$ cat src/rtl/fft_bram_seq_if.sv
// Control bundle between the FFT address sequencer and the RAM / butterfly datapath.
// The sequencer is the master; the datapath side is the slave.
interface fft_bram_seq_if #(
  parameter int LOG2N = 6
);
  logic             Start;
  logic             Busy;
  logic             Done;
  logic             Ram_En;
  logic             We_A;
  logic             We_B;
  logic [LOG2N-1:0] Addr_A;
  logic [LOG2N-1:0] Addr_B;
  logic             Bf_Valid;
  logic [LOG2N-2:0] Tw_Idx;
  logic [2:0]       Stage;

  modport master (
    input  Start,
    output Busy, Done, Ram_En, We_A, We_B, Addr_A, Addr_B, Bf_Valid, Tw_Idx, Stage
  );

  modport slave (
    output Start,
    input  Busy, Done, Ram_En, We_A, We_B, Addr_A, Addr_B, Bf_Valid, Tw_Idx, Stage
  );
endinterface

$ cat src/rtl/fft_bram_seq.sv
// In-place radix-2 DIF FFT address sequencer: reads on even slots, writes back BF_LAT+1 cycles later on odd slots.
// All outputs registered; no backpressure, a transform runs LOG2N*(N+BF_LAT) cycles once started.
module fft_bram_seq #(
  parameter int LOG2N  = 6,
  parameter int BF_LAT = 2
) (
  input  logic           Clk,
  input  logic           Rst,
  fft_bram_seq_if.master bus
);
  localparam int HALF = LOG2N - 1;

  typedef enum logic [1:0] {IDLE, RUN, DRAIN, DONE} state_t;

  state_t           state;
  logic [HALF-1:0]  k;
  logic             phase_odd;
  logic [2:0]       stage;
  logic [BF_LAT:0]  pipe_vld;
  logic [LOG2N-1:0] pipe_a [0:BF_LAT];
  logic [LOG2N-1:0] pipe_b [0:BF_LAT];
  logic [HALF-1:0]  tw_q;

  logic             busy_q, done_q, ram_en_q, we_q, bf_valid_q;
  logic [LOG2N-1:0] addr_a_q, addr_b_q;
  logic [HALF-1:0]  tw_idx_q;

  logic [2:0]       rd_stage;
  logic [HALF-1:0]  rd_k;
  logic [2:0]       p;
  logic [LOG2N-1:0] low_mask, k_ext, rd_a, rd_b;
  logic [HALF-1:0]  rd_tw;
  logic             rd_go, wr_go;

  // Operand addresses for the read that the next cycle will carry.
  always_comb begin
    rd_stage = stage;
    rd_k     = k;
    if (state == IDLE) begin
      rd_stage = '0;
      rd_k     = '0;
    end else if (state == DRAIN) begin
      rd_stage = stage + 3'd1;
      rd_k     = '0;
    end
    p        = 3'(LOG2N - 1) - rd_stage;
    low_mask = (LOG2N'(1) << p) - LOG2N'(1);
    k_ext    = LOG2N'(rd_k);
    rd_a     = ((k_ext & ~low_mask) << 1) | (k_ext & low_mask);
    rd_b     = rd_a | (LOG2N'(1) << p);
    rd_tw    = HALF'((k_ext & low_mask) << rd_stage);

    rd_go = ((state == IDLE) && bus.Start) ||
            ((state == RUN) && phase_odd) ||
            ((state == DRAIN) && (pipe_vld == '0) && (stage != 3'(LOG2N - 1)));
    wr_go = pipe_vld[BF_LAT];
  end

  always_ff @(posedge Clk or posedge Rst) begin
    if (Rst) begin
      state      <= IDLE;
      k          <= '0;
      phase_odd  <= 1'b0;
      stage      <= '0;
      pipe_vld   <= '0;
      for (int i = 0; i <= BF_LAT; i++) begin
        pipe_a[i] <= '0;
        pipe_b[i] <= '0;
      end
      tw_q       <= '0;
      busy_q     <= 1'b0;
      done_q     <= 1'b0;
      ram_en_q   <= 1'b0;
      we_q       <= 1'b0;
      bf_valid_q <= 1'b0;
      addr_a_q   <= '0;
      addr_b_q   <= '0;
      tw_idx_q   <= '0;
    end else begin
      pipe_vld  <= {pipe_vld[BF_LAT-1:0], rd_go};
      pipe_a[0] <= rd_a;
      pipe_b[0] <= rd_b;
      for (int i = 1; i <= BF_LAT; i++) begin
        pipe_a[i] <= pipe_a[i-1];
        pipe_b[i] <= pipe_b[i-1];
      end
      if (rd_go) tw_q <= rd_tw;

      bf_valid_q <= pipe_vld[0];
      if (pipe_vld[0]) tw_idx_q <= tw_q;

      // Writes only ever fall on odd slots, so they never compete with a read.
      ram_en_q <= rd_go | wr_go;
      we_q     <= wr_go;
      if (wr_go) begin
        addr_a_q <= pipe_a[BF_LAT];
        addr_b_q <= pipe_b[BF_LAT];
      end else if (rd_go) begin
        addr_a_q <= rd_a;
        addr_b_q <= rd_b;
      end

      done_q <= 1'b0;
      case (state)
        IDLE: if (bus.Start) begin
          state     <= RUN;
          busy_q    <= 1'b1;
          stage     <= '0;
          k         <= HALF'(1);
          phase_odd <= 1'b0;
        end
        RUN: if (phase_odd) begin
          k         <= k + HALF'(1);
          phase_odd <= 1'b0;
        end else begin
          phase_odd <= 1'b1;
          if (k == '0) state <= DRAIN;
        end
        DRAIN: if (pipe_vld == '0) begin
          if (stage == 3'(LOG2N - 1)) begin
            state  <= DONE;
            done_q <= 1'b1;
            busy_q <= 1'b0;
            stage  <= '0;
          end else begin
            state     <= RUN;
            stage     <= stage + 3'd1;
            k         <= HALF'(1);
            phase_odd <= 1'b0;
          end
        end
        DONE:    state <= IDLE;
        default: state <= IDLE;
      endcase
    end
  end

  assign bus.Busy     = busy_q;
  assign bus.Done     = done_q;
  assign bus.Ram_En   = ram_en_q;
  assign bus.We_A     = we_q;
  assign bus.We_B     = we_q;
  assign bus.Addr_A   = addr_a_q;
  assign bus.Addr_B   = addr_b_q;
  assign bus.Bf_Valid = bf_valid_q;
  assign bus.Tw_Idx   = tw_idx_q;
  assign bus.Stage    = stage;
endmodule

$ cat src/flat_wrapper.sv
// flat-port wrapper written by rule: the top's interface ports become plain ports
module fft_bram_seq_flat 
#(
  parameter int LOG2N  = 6,
  parameter int BF_LAT = 2
)
  (Clk, Rst, bus_Start, bus_Busy, bus_Done, bus_Ram_En, bus_We_A, bus_We_B, bus_Addr_A, bus_Addr_B, bus_Bf_Valid, bus_Tw_Idx, bus_Stage);
  fft_bram_seq_if #(.LOG2N(LOG2N)) bus_i ();
  input  logic Clk;
  input  logic Rst;
  input wire logic [$bits(bus_i.Start)-1:0] bus_Start;
  output wire logic [$bits(bus_i.Busy)-1:0] bus_Busy;
  output wire logic [$bits(bus_i.Done)-1:0] bus_Done;
  output wire logic [$bits(bus_i.Ram_En)-1:0] bus_Ram_En;
  output wire logic [$bits(bus_i.We_A)-1:0] bus_We_A;
  output wire logic [$bits(bus_i.We_B)-1:0] bus_We_B;
  output wire logic [$bits(bus_i.Addr_A)-1:0] bus_Addr_A;
  output wire logic [$bits(bus_i.Addr_B)-1:0] bus_Addr_B;
  output wire logic [$bits(bus_i.Bf_Valid)-1:0] bus_Bf_Valid;
  output wire logic [$bits(bus_i.Tw_Idx)-1:0] bus_Tw_Idx;
  output wire logic [$bits(bus_i.Stage)-1:0] bus_Stage;
  assign bus_i.Start = bus_Start;
  assign bus_Busy = bus_i.Busy;
  assign bus_Done = bus_i.Done;
  assign bus_Ram_En = bus_i.Ram_En;
  assign bus_We_A = bus_i.We_A;
  assign bus_We_B = bus_i.We_B;
  assign bus_Addr_A = bus_i.Addr_A;
  assign bus_Addr_B = bus_i.Addr_B;
  assign bus_Bf_Valid = bus_i.Bf_Valid;
  assign bus_Tw_Idx = bus_i.Tw_Idx;
  assign bus_Stage = bus_i.Stage;
  fft_bram_seq #(.LOG2N(LOG2N), .BF_LAT(BF_LAT)) u_core (.Clk(Clk), .Rst(Rst), .bus(bus_i));
endmodule
$ cat config.mk
export PLATFORM = sky130hd
export DESIGN_NAME = fft_bram_seq_flat
export DESIGN_NICKNAME = d
export VERILOG_FILES = /design/src/rtl/fft_bram_seq_if.sv /design/src/rtl/fft_bram_seq.sv /design/src/flat_wrapper.sv
export SDC_FILE = /design/constraint.sdc
export NUM_CORES = 1
export LEC_CHECK = 0
export ABC_AREA = 1
export CAP_MARGIN = 20
export CORE_MARGIN = 1
export CORE_UTILIZATION = 30
export DETAILED_ROUTE_END_ITERATION = 10
export PLACE_DENSITY = 0.56
export RECOVER_POWER = 50
export SYNTH_ARGS = -nofsm -noshare
export SYNTH_HDL_FRONTEND = slang
export SYNTH_SLANG_ARGS = --single-unit
$ cat constraint.sdc
create_clock -name Clk -period 3.7 [get_ports Clk]
set_clock_uncertainty 0.2 [all_clocks]
set_input_delay 0.74 -clock Clk [delete_from_list [all_inputs] [get_ports Clk]]
set_output_delay 0.74 -clock Clk [all_outputs]
set_load 0.01 [all_outputs]
; ---- Yosys cells after proc, flatten, opt, wreduce, memory -nomap -nowiden
; Cells that the tools add are included.
[totals]
reg_bits = 77
input_bits = 3
output_inout_bits = 26
word_cells = 96
[classes]
add_sub_neg = 4
eq_ne = 12
shifts = 2
muxes = 35
n_bitwise = 6
n_reduce_logical = 17
[op_table]
columns = cell, count
row1 = 5-bit 2-to-1 mux, 6
row2 = 6-bit 2-to-1 mux, 4
row3 = 3-bit 2-to-1 mux, 5
row4 = 5-bit case mux with 3 select lines, 1
row5 = 2-bit inequality test (second input constant), 6
row6 = 6-bit bitwise OR, 2
row7 = 4-bit AND reduction, 3
row8 = 1-bit 2-to-1 mux, 10
row9 = 2-bit 2-to-1 mux, 5
row10 = 2-bit case mux with 4 select lines, 1
row11 = 5-bit by 6-bit bitwise AND with 6-bit output, 1
row12 = 3-bit case mux with 2 select lines, 1
row13 = 1-bit by 3-bit left shift with 6-bit output (first input constant), 1
row14 = 6-bit by 3-bit left shift with 5-bit output, 1
row15 = 6-bit by 2-bit subtractor with 6-bit output (second input constant), 1
row16 = 5-bit by 1-bit adder with 5-bit output (second input constant), 1
row17 = 5-bit bitwise AND, 1
row18 = 5-bit zero test, 1
row19 = 5-bit inverter, 1
row20 = 5-bit AND reduction, 1
row21 = 2-bit equality test (second input constant), 2
row22 = 1-bit logical AND, 4
row23 = 2-bit nonzero test, 2
row24 = 3-bit by 1-bit adder with 3-bit output (second input constant), 1
row25 = other kinds (13), 14

; ---- Depth between registers and ports, before layout
; Gate-level depths: netlist of the first run.
[logic_depth]
depth_word = 12
depth_mapped = 16

; ---- Worst setup path after synthesis of the first run
; OpenSTA, ideal clock, no wires.
[synth_path]
path_type = register to register
from = register u_core.stage[0] (netlist: u_core.bus.Stage[0])
to = register u_core.addr_b_q[3] (netlist: u_core.bus.Addr_B[3])
t_arrival_ps = 2050
t_required_ps = 3379
slack_ps = 1328
path_stages_with_launch = 15
path_buffers = 1
cell_sequence = dfrtp_1 -> ha_1 -> inv_1 -> nand3_1 -> nand2_4 -> inv_2 -> ha_1 -> buf_2 -> inv_1 -> nand3_1 -> nand2_1 -> nand3_1 -> nand3_1 -> nand2_1 -> nand2_1
[synth_via]
elab_chain_cells = 12
[synth_rtl]
columns = element, line_no
row1 = start: declaration, fft_bram_seq.sv:18  ; logic [2:0] stage;
row2 = start signal: assignment, fft_bram_seq.sv:127  ; stage <= stage + 3'd1;
row3 = 3-bit by 1-bit adder with 3-bit output, fft_bram_seq.sv:43  ; rd_stage = stage + 3'd1;
row4 = 3-bit 2-to-1 mux (*), fft_bram_seq.sv:42  ; end else if (state == DRAIN) begin
row5 = 3-bit 2-to-1 mux (*), fft_bram_seq.sv:39  ; if (state == IDLE) begin
row6 = 3-bit subtractor (*), fft_bram_seq.sv:46  ; p = 3'(LOG2N - 1) - rd_stage;
row7 = 1-bit by 3-bit left shift with 6-bit output (*), "fft_bram_seq.sv:47, fft_bram_seq.sv:50"
row8 = 6-bit by 2-bit subtractor with 6-bit output, fft_bram_seq.sv:47  ; low_mask = (LOG2N'(1) << p) - LOG2N'(1);
row9 = 5-bit inverter, fft_bram_seq.sv:49  ; rd_a = ((k_ext & ~low_mask) << 1) | (k_ext & low_mask);
row10 = 5-bit bitwise AND, fft_bram_seq.sv:49
row11 = 6-bit bitwise OR, fft_bram_seq.sv:49
row12 = 6-bit bitwise OR (*), fft_bram_seq.sv:50  ; rd_b = rd_a | (LOG2N'(1) << p);
row13 = named net u_core.rd_b[3], fft_bram_seq.sv:31  ; logic [LOG2N-1:0] low_mask, k_ext, rd_a, rd_b;
row14 = 6-bit 2-to-1 mux (*), fft_bram_seq.sv:98  ; end else if (rd_go) begin
row15 = 6-bit 2-to-1 mux (*), fft_bram_seq.sv:95  ; if (wr_go) begin
row16 = end signal: assignment, fft_bram_seq.sv:97  ; addr_b_q <= pipe_b[BF_LAT];
row17 = end signal: assignment, fft_bram_seq.sv:100  ; addr_b_q <= rd_b;
row18 = end: declaration, fft_bram_seq.sv:25  ; logic [LOG2N-1:0] addr_a_q, addr_b_q;
; The timed path passes the listed nets; every way through them passes the cells marked *. The select of a mux whose other input is x is not followed.
; A chain may end at the register's enable or synchronous reset.

; ---- Worst setup path after layout of the first run
[layout_path]
from = register u_core.stage[0] (netlist: u_core.bus.Stage[0])
to = register u_core.addr_b_q[5] (netlist: u_core.bus.Addr_B[5])
; Same word-level chain as after synthesis.

==> results of run 1 <==
==> power by group <==
part / internal [mW] / leakage [nW] / switching (mW) / total [mW]
clock network: 0.405 / 0.111 / 0.324 / 0.729
registers: 0.830 / 0.835 / 0 / 0.830
logic: 0.00203 / 0.755 / 0.0157 / 0.0178
==> how the worst max path moves through the flow <==
stage                   startpoint                   end  slack, ns  cells past startpoint
2_1_floorplan                  Rst  u_core.bus.Addr_A[0]       0.82                      1
3_3_place_gp   u_core.bus.Stage[0]  u_core.bus.Addr_B[5]       1.06                     11
3_5_place_dp   u_core.bus.Stage[0]  u_core.bus.Addr_B[5]       1.01                     11
4_1_cts        u_core.bus.Stage[0]  u_core.bus.Addr_B[5]       0.99                     11
5_1_grt                        Rst      u_core.pipe_b[9]       0.53                      3
6_report       u_core.bus.Stage[0]  u_core.bus.Addr_B[5]       0.95                     11
==> flip-flops by register name (all words and copies together) (netlist names), 5 cells and up <==
name and count:
u_core.tw_q 5, u_core.pipe_a 18, u_core.bus.Addr_A 6, u_core.bus.Tw_Idx 5
u_core.bus.Addr_B 6, u_core.k 5, u_core.pipe_b 18
==> worst register-to-register path: stages, from the launching register on <==
cell and delay, ns:
dfrtp_1 0.46, ha_1 0.33, inv_1 0.07, nand3_1 0.12, nand2_4 0.16, inv_2 0.09, ha_1 0.45, inv_1 0.19
o21ai_1 0.27, nand2_1 0.13, nand2_1 0.10, nand3_1 0.06
==> stage by stage <==
stage          power (mW)  cell area, µm²
3_3_place_gp        0.868            3500
6_report             1.58            3720
3_5_place_dp        0.869            3500
5_1_grt              1.64            3720
4_1_cts              1.60            3730
2_1_floorplan       0.859            3100
==> cell families (layout without fill, tap and decap cells) <==
kind of cell	count (synthesis)	in the layout	share of synthesized area (%)
buffers and inverters	45	81	6.42
AND/OR/NAND/NOR	141	141	21.0
XOR/XNOR	2	2	0.565
flip-flops	76	76	61.4
multiplexers	3	3	1.09
adder cells (fa/ha/maj)	5	5	2.02
AO/OA/AOI/OAI	34	34	7.55
==> cell type report <==
| class | instances | area share [%] |
|---|---|---|
| Clock buffer | 10 | 3.70 |
| Tap cell | 133 | 4.47 |
| Timing Repair Buffer | 29 | 7.67 |
| Clock inverter | 6 | 2.56 |
| Sequential cell | 76 | 51.1 |
| Inverter | 36 | 3.63 |
| Multi-Input combinational cell | 185 | 26.8 |
==> layout by cell type (no fill, tap or decap), types with 3 or more instances in the layout <==
master	count
a21oi_1	3
a22oi_1	3
a22oi_2	3
clkbuf_8	10
clkdlybuf4s50_1	27
dfrtp_1	76
ha_1	5
inv_1	30
inv_2	5
mux2_2	3
nand2_1	74
nand2_2	6
nand3_1	20
nand4_1	7
nor2_1	20
nor2_2	4
o211ai_1	5
o21ai_0	12
==> routing by layer <==
metal | global-route usage (%) | routed length (µm)
met5 | 0 | 0
met4 | 5.18 | 118
met3 | 3.84 | 254
met2 | 20.3 | 2950
met1 | 15.9 | 2890
==> impl_metrics.tcl, run 1 <==
set metrics [dict create \
    status "complete, but fails checks" \
    violations "capacitance limit, slew limit" \
    crit_slowest_cell "dfrtp_1" \
    ir_drop_mv 0.171 \
    seq_area_frac_synth_pct 61.4 \
    synth_edf_count 0 \
    hold-worst-slack_ns 0.151 \
    min_to "u_core.pipe_a[6]" \
    insertion_delay_ns 0.35 \
    dp.cells 459 \
    grt_pass1_vias 2127 \
    cts_setup_buffers 0 \
    grt_max_degree 77 \
    firstDrtPassIters 5 \
    synth_most_common_cell "dfrtp_1" \
    cts-root-buf "clkbuf_8" \
    final_util_pct 37.5 \
    path_cells "ha_1 > inv_1 > nand3_1 > nand2_4 > inv_2 > ha_1 > inv_1 > o21ai_1 > nand2_1 > nand2_1 > nand3_1" \
    grt_pass1_wl_um 10600 \
    drv_cap 1 \
    hold_path_startpoint "u_core.pipe_a[12]" \
    cp.arrival_ns 2.78 \
    finalHoldViolations 0 \
    fill_cells 1018 \
    dpl.hpwl_um 4330 \
    finalSetupViolations 0 \
    total_leakage_power_nw 1.70 \
    crit_path_start_kind "flip-flop" \
    clkTransAtPathRegs_ns 0.09 \
    totalWireLength_um 6210 \
    grt_setup_unrepaired "false" \
    yosysTopAreaCell "dfrtp_1" \
    antenna_found_initial 0 \
    start_util_pct 31.3 \
    rr_endpoint "u_core.bus.Addr_B[5]" \
    required_ns 3.73 \
    vias_per_cell 4.51 \
    core_area_um2 9910 \
    vias 2144 \
    fin_setup_tns_ns 0 \
    ff_latch_area_um2 1900 \
    drc 0 \
    r2r_start "u_core.bus.Stage[0]" \
    hp-class "reg -> reg" \
    worstMarginPinSlew_ns 1.80 \
    ys_warn_count 0 \
    period_share_pct 74.4 \
    die_w_um 104 \
    power_density_nw_per_um2 424 \
    globalRouteTotalUtil_pct 12.7 \
    grt_overflow_total 0 \
    slew_headroom_pct -20.1 \
    clkSinkCount 76 \
    hold_depth 0 \
    post_drt_wl_per_cell_um 13.1 \
    layout.cells.non_filler 475 \
    drt_iter0_markers 99 \
    rows 36 \
    cts_inserted_buffers 9 \
    synth_area_per_cell_um2 10.1 \
    cts_tree "done" \
    multi_input_comb_area_um2 998 \
    synth_common_cells "dfrtp_1 (76), nand2_1 (74), inv_1 (31), nand3_1 (20), nor2_1 (20)" \
    synth_top_cell_area_share_pct 61.4 \
    synthCells 306 \
    fin_nets 345 \
    antenna_cells 0 \
    dp_slack_ns 1.01 \
    cts_hold_buf 0 \
    path_buf_inv 3 \
    yosys-top-cells-area "dfrtp_1 (61%), nand2_1 (9.0%), inv_1 (3.8%), nand3_1 (3.2%), nor2_1 (2.4%)" \
    ys_ff_latch 76 \
    max_clock_freq_mhz 363 \
    r2r_cells 11 \
    slowest_delay_ns 0.46 \
    area_growth_pct 20.0 \
    io_buffers 28 \
    io_pins 29 \
    syn_nets 314 \
    crit_type "reg -> reg" \
    die_h_um 104 \
    synth_top_flop_cell "dfrtp_1" \
    critPathTopFamily "adder cells" \
    ys_types 36 \
    drive_above_1_share_pct 13.2 \
    async_flop_share_pct 100 \
    slew_viol_final 77 \
    cp_max_fo 10 \
    antenna_left 0 \
    post-route-min-period_ns 2.75 \
    cts_buffer_depth 2 \
    h-tree-depth 3 \
    setup_ws_ns 0.947 \
    synth_area_um2 3100 \
    rrSetupSlack_ns 0.95 \
    crit_path_end_kind "flip-flop" \
    die_area_um2 10700 \
    cts_resized 0 \
    gp_congestion 0.905 \
]
Note: power is estimated with default switching activity, not from simulation.
==> inputs of run 2 (changes only) <==
clock period = 2.8 ns   (was 3.7 ns; I/O delays follow)
==> run 2 against run 1 <==
  * The flow still finishes with violations (capacitance limit, slew limit)
  * Critical path depth increased by 1
  * Critical endpoint unchanged
  * Largest power group unchanged
  * Largest cell class unchanged
  * Maximum frequency increased by 6.8%
  * Power increased by 31%
  * Design area increased by 0.34%
  * Die area unchanged
==> impl_metrics.tcl, run 2 (synthesis results as in run 1) <==
set metrics [dict create \
    cts_resized 0 \
    fin_nets 347 \
    final_cell_mix "dfrtp_1 (76), nand2_1 (74), inv_1 (30)" \
    vias_per_cell 4.46 \
    antenna_found_initial 0 \
    grt.busiest_layer "met2" \
    die_area_um2 10700 \
    p_sw_share_pct 20.8 \
    grt_max_degree 77 \
    total_leakage_power_nw 1.71 \
    rows 36 \
    p_seq_share_pct 53.2 \
    clock_power_share_pct 45.6 \
    antenna_cells 0 \
    crit_type "reg -> reg" \
    post-route-min-period_ns 2.58 \
    finalSetupViolations 0 \
    crit_path_start_kind "flip-flop" \
    layout.cells.non_filler 477 \
    combPwrFrac_pct 1.2 \
    rr_endpoint "u_core.bus.Addr_B[5]" \
    cts_hold_buf 0 \
    final_common_cell "dfrtp_1" \
    clkSinkCount 76 \
    hold_path_startpoint "u_core.pipe_b[12]" \
    cts_setup_buffers 0 \
    slew_viol_final 77 \
    r2r_start "u_core.bus.Stage[1]" \
    period_share_pct 92.1 \
    die_h_um 104 \
    h-tree-depth 3 \
    status "complete, but fails checks" \
    power_density_nw_per_um2 552 \
    drt_iter0_markers 126 \
    total_power_mw 2.06 \
    grt_use_met3_pct 3.59 \
    p_sw_mw 0.428 \
    io_buffers 28 \
    violations "capacitance limit, slew limit" \
    totalWireLength_um 6190 \
    drive_above_1_share_pct 13.7 \
    cts_inserted_buffers 9 \
    use_met2_pct 19.2 \
    slew_headroom_pct -10.2 \
    rrSetupSlack_ns 0.22 \
    final_util_pct 37.7 \
    crit_path_end_kind "flip-flop" \
    cts_buffer_depth 2 \
    gp_congestion 0.855 \
    start_util_pct 31.3 \
    core_area_um2 9910 \
    required_ns 2.83 \
    drv_cap 1 \
    firstDrtPassIters 4 \
    dp_slack_ns 0.183 \
    grt_pass1_vias 2152 \
    r2r_cells 12 \
    dpl-instance-area_um2 3520 \
    fin_setup_tns_ns 0 \
    min_to "u_core.pipe_b[6]" \
    cp.arrival_ns 2.61 \
    grt_overflow_total 0 \
    ir_drop_mv 0.257 \
    top_regs "u_core.pipe_a (18), u_core.pipe_b (18)" \
    cts_tree "done" \
    dp.cells 461 \
    vias 2129 \
    post_drt_wl_per_cell_um 13.0 \
    grt_pass1_wl_um 10600 \
    use_met1_pct 16.2 \
    globalRouteTotalUtil_pct 12.7 \
    area_growth_pct 20.4 \
    antenna_left 0 \
    hold-worst-slack_ns 0.145 \
    setup_ws_ns 0.222 \
    worstMarginPinSlew_ns 1.65 \
    hold_depth 0 \
    p_int_mw 1.63 \
    io_pins 29 \
    cts-root-buf "clkbuf_8" \
    drc 0 \
    dpl.hpwl_um 4320 \
    insertion_delay_ns 0.34 \
    die_w_um 104 \
    stdcell_area_um2 3730 \
    hp-class "reg -> reg" \
    cp_max_fo 10 \
    max_clock_freq_mhz 388 \
    finalHoldViolations 0 \
    grt_setup_unrepaired "false" \
    clkTransAtPathRegs_ns 0.08 \
]
## run 2: worst max path at each step
stage,cells past startpoint,to,slack [ns],from
floorplan,1,u_core.bus.Addr_A[0],0.10,Rst
global placement,11,u_core.bus.Addr_B[5],0.25,u_core.bus.Stage[0]
detailed placement,11,u_core.bus.Addr_B[5],0.18,u_core.bus.Stage[0]
CTS,12,u_core.bus.Addr_B[5],0.15,u_core.bus.Stage[1]
global route,12,u_core.bus.Addr_B[5],0.006,u_core.bus.Stage[1]
finish,12,u_core.bus.Addr_B[5],0.22,u_core.bus.Stage[1]
## run 2: worst max-delay path, stage by stage, from the launching register on
cell and delay [ns]:
dfrtp_1 0.41, inv_1 0.08, ha_1 0.27, inv_1 0.07
nand3_1 0.10, nand2_4 0.14, inv_2 0.08, ha_2 0.42
inv_1 0.14, o21ai_1 0.27, nand2_1 0.11, nand2_1 0.09
nand3_1 0.07
## run 2: power groups by stage
stage / Clock [mW] / Sequential (mW) / Combinational (mW)
after floorplan: 0 / 1.12 / 0.0160
after global placement: 0 / 1.12 / 0.0288
after detailed placement: 0 / 1.12 / 0.0293
after CTS: 0.979 / 1.10 / 0.0293
after global routing: 1.02 / 1.10 / 0.0293
final: 0.941 / 1.10 / 0.0241
## run 2: per-layer routing
layer  share of wire, %  wire [µm]
met1                 48       2940
met5                  0          0
met3                3.8        232
met4                1.7        108
met2                 47       2900
## run 2: area by class of cell
cell class	instances	area [µm²]
clock inverter	6	93.8
sequential	76	1900
timing repair buffer	31	297
inverter	36	135
clock buffer	10	138
fill	1012	6180
tap	133	166
multi-input combinational	185	1000
==> inputs of run 3 (changes only) <==
CAP_MARGIN = 10   (was 20)
==> results of run 3 <==
No change in the layout: final DEF, timing and power equal those of run 2.
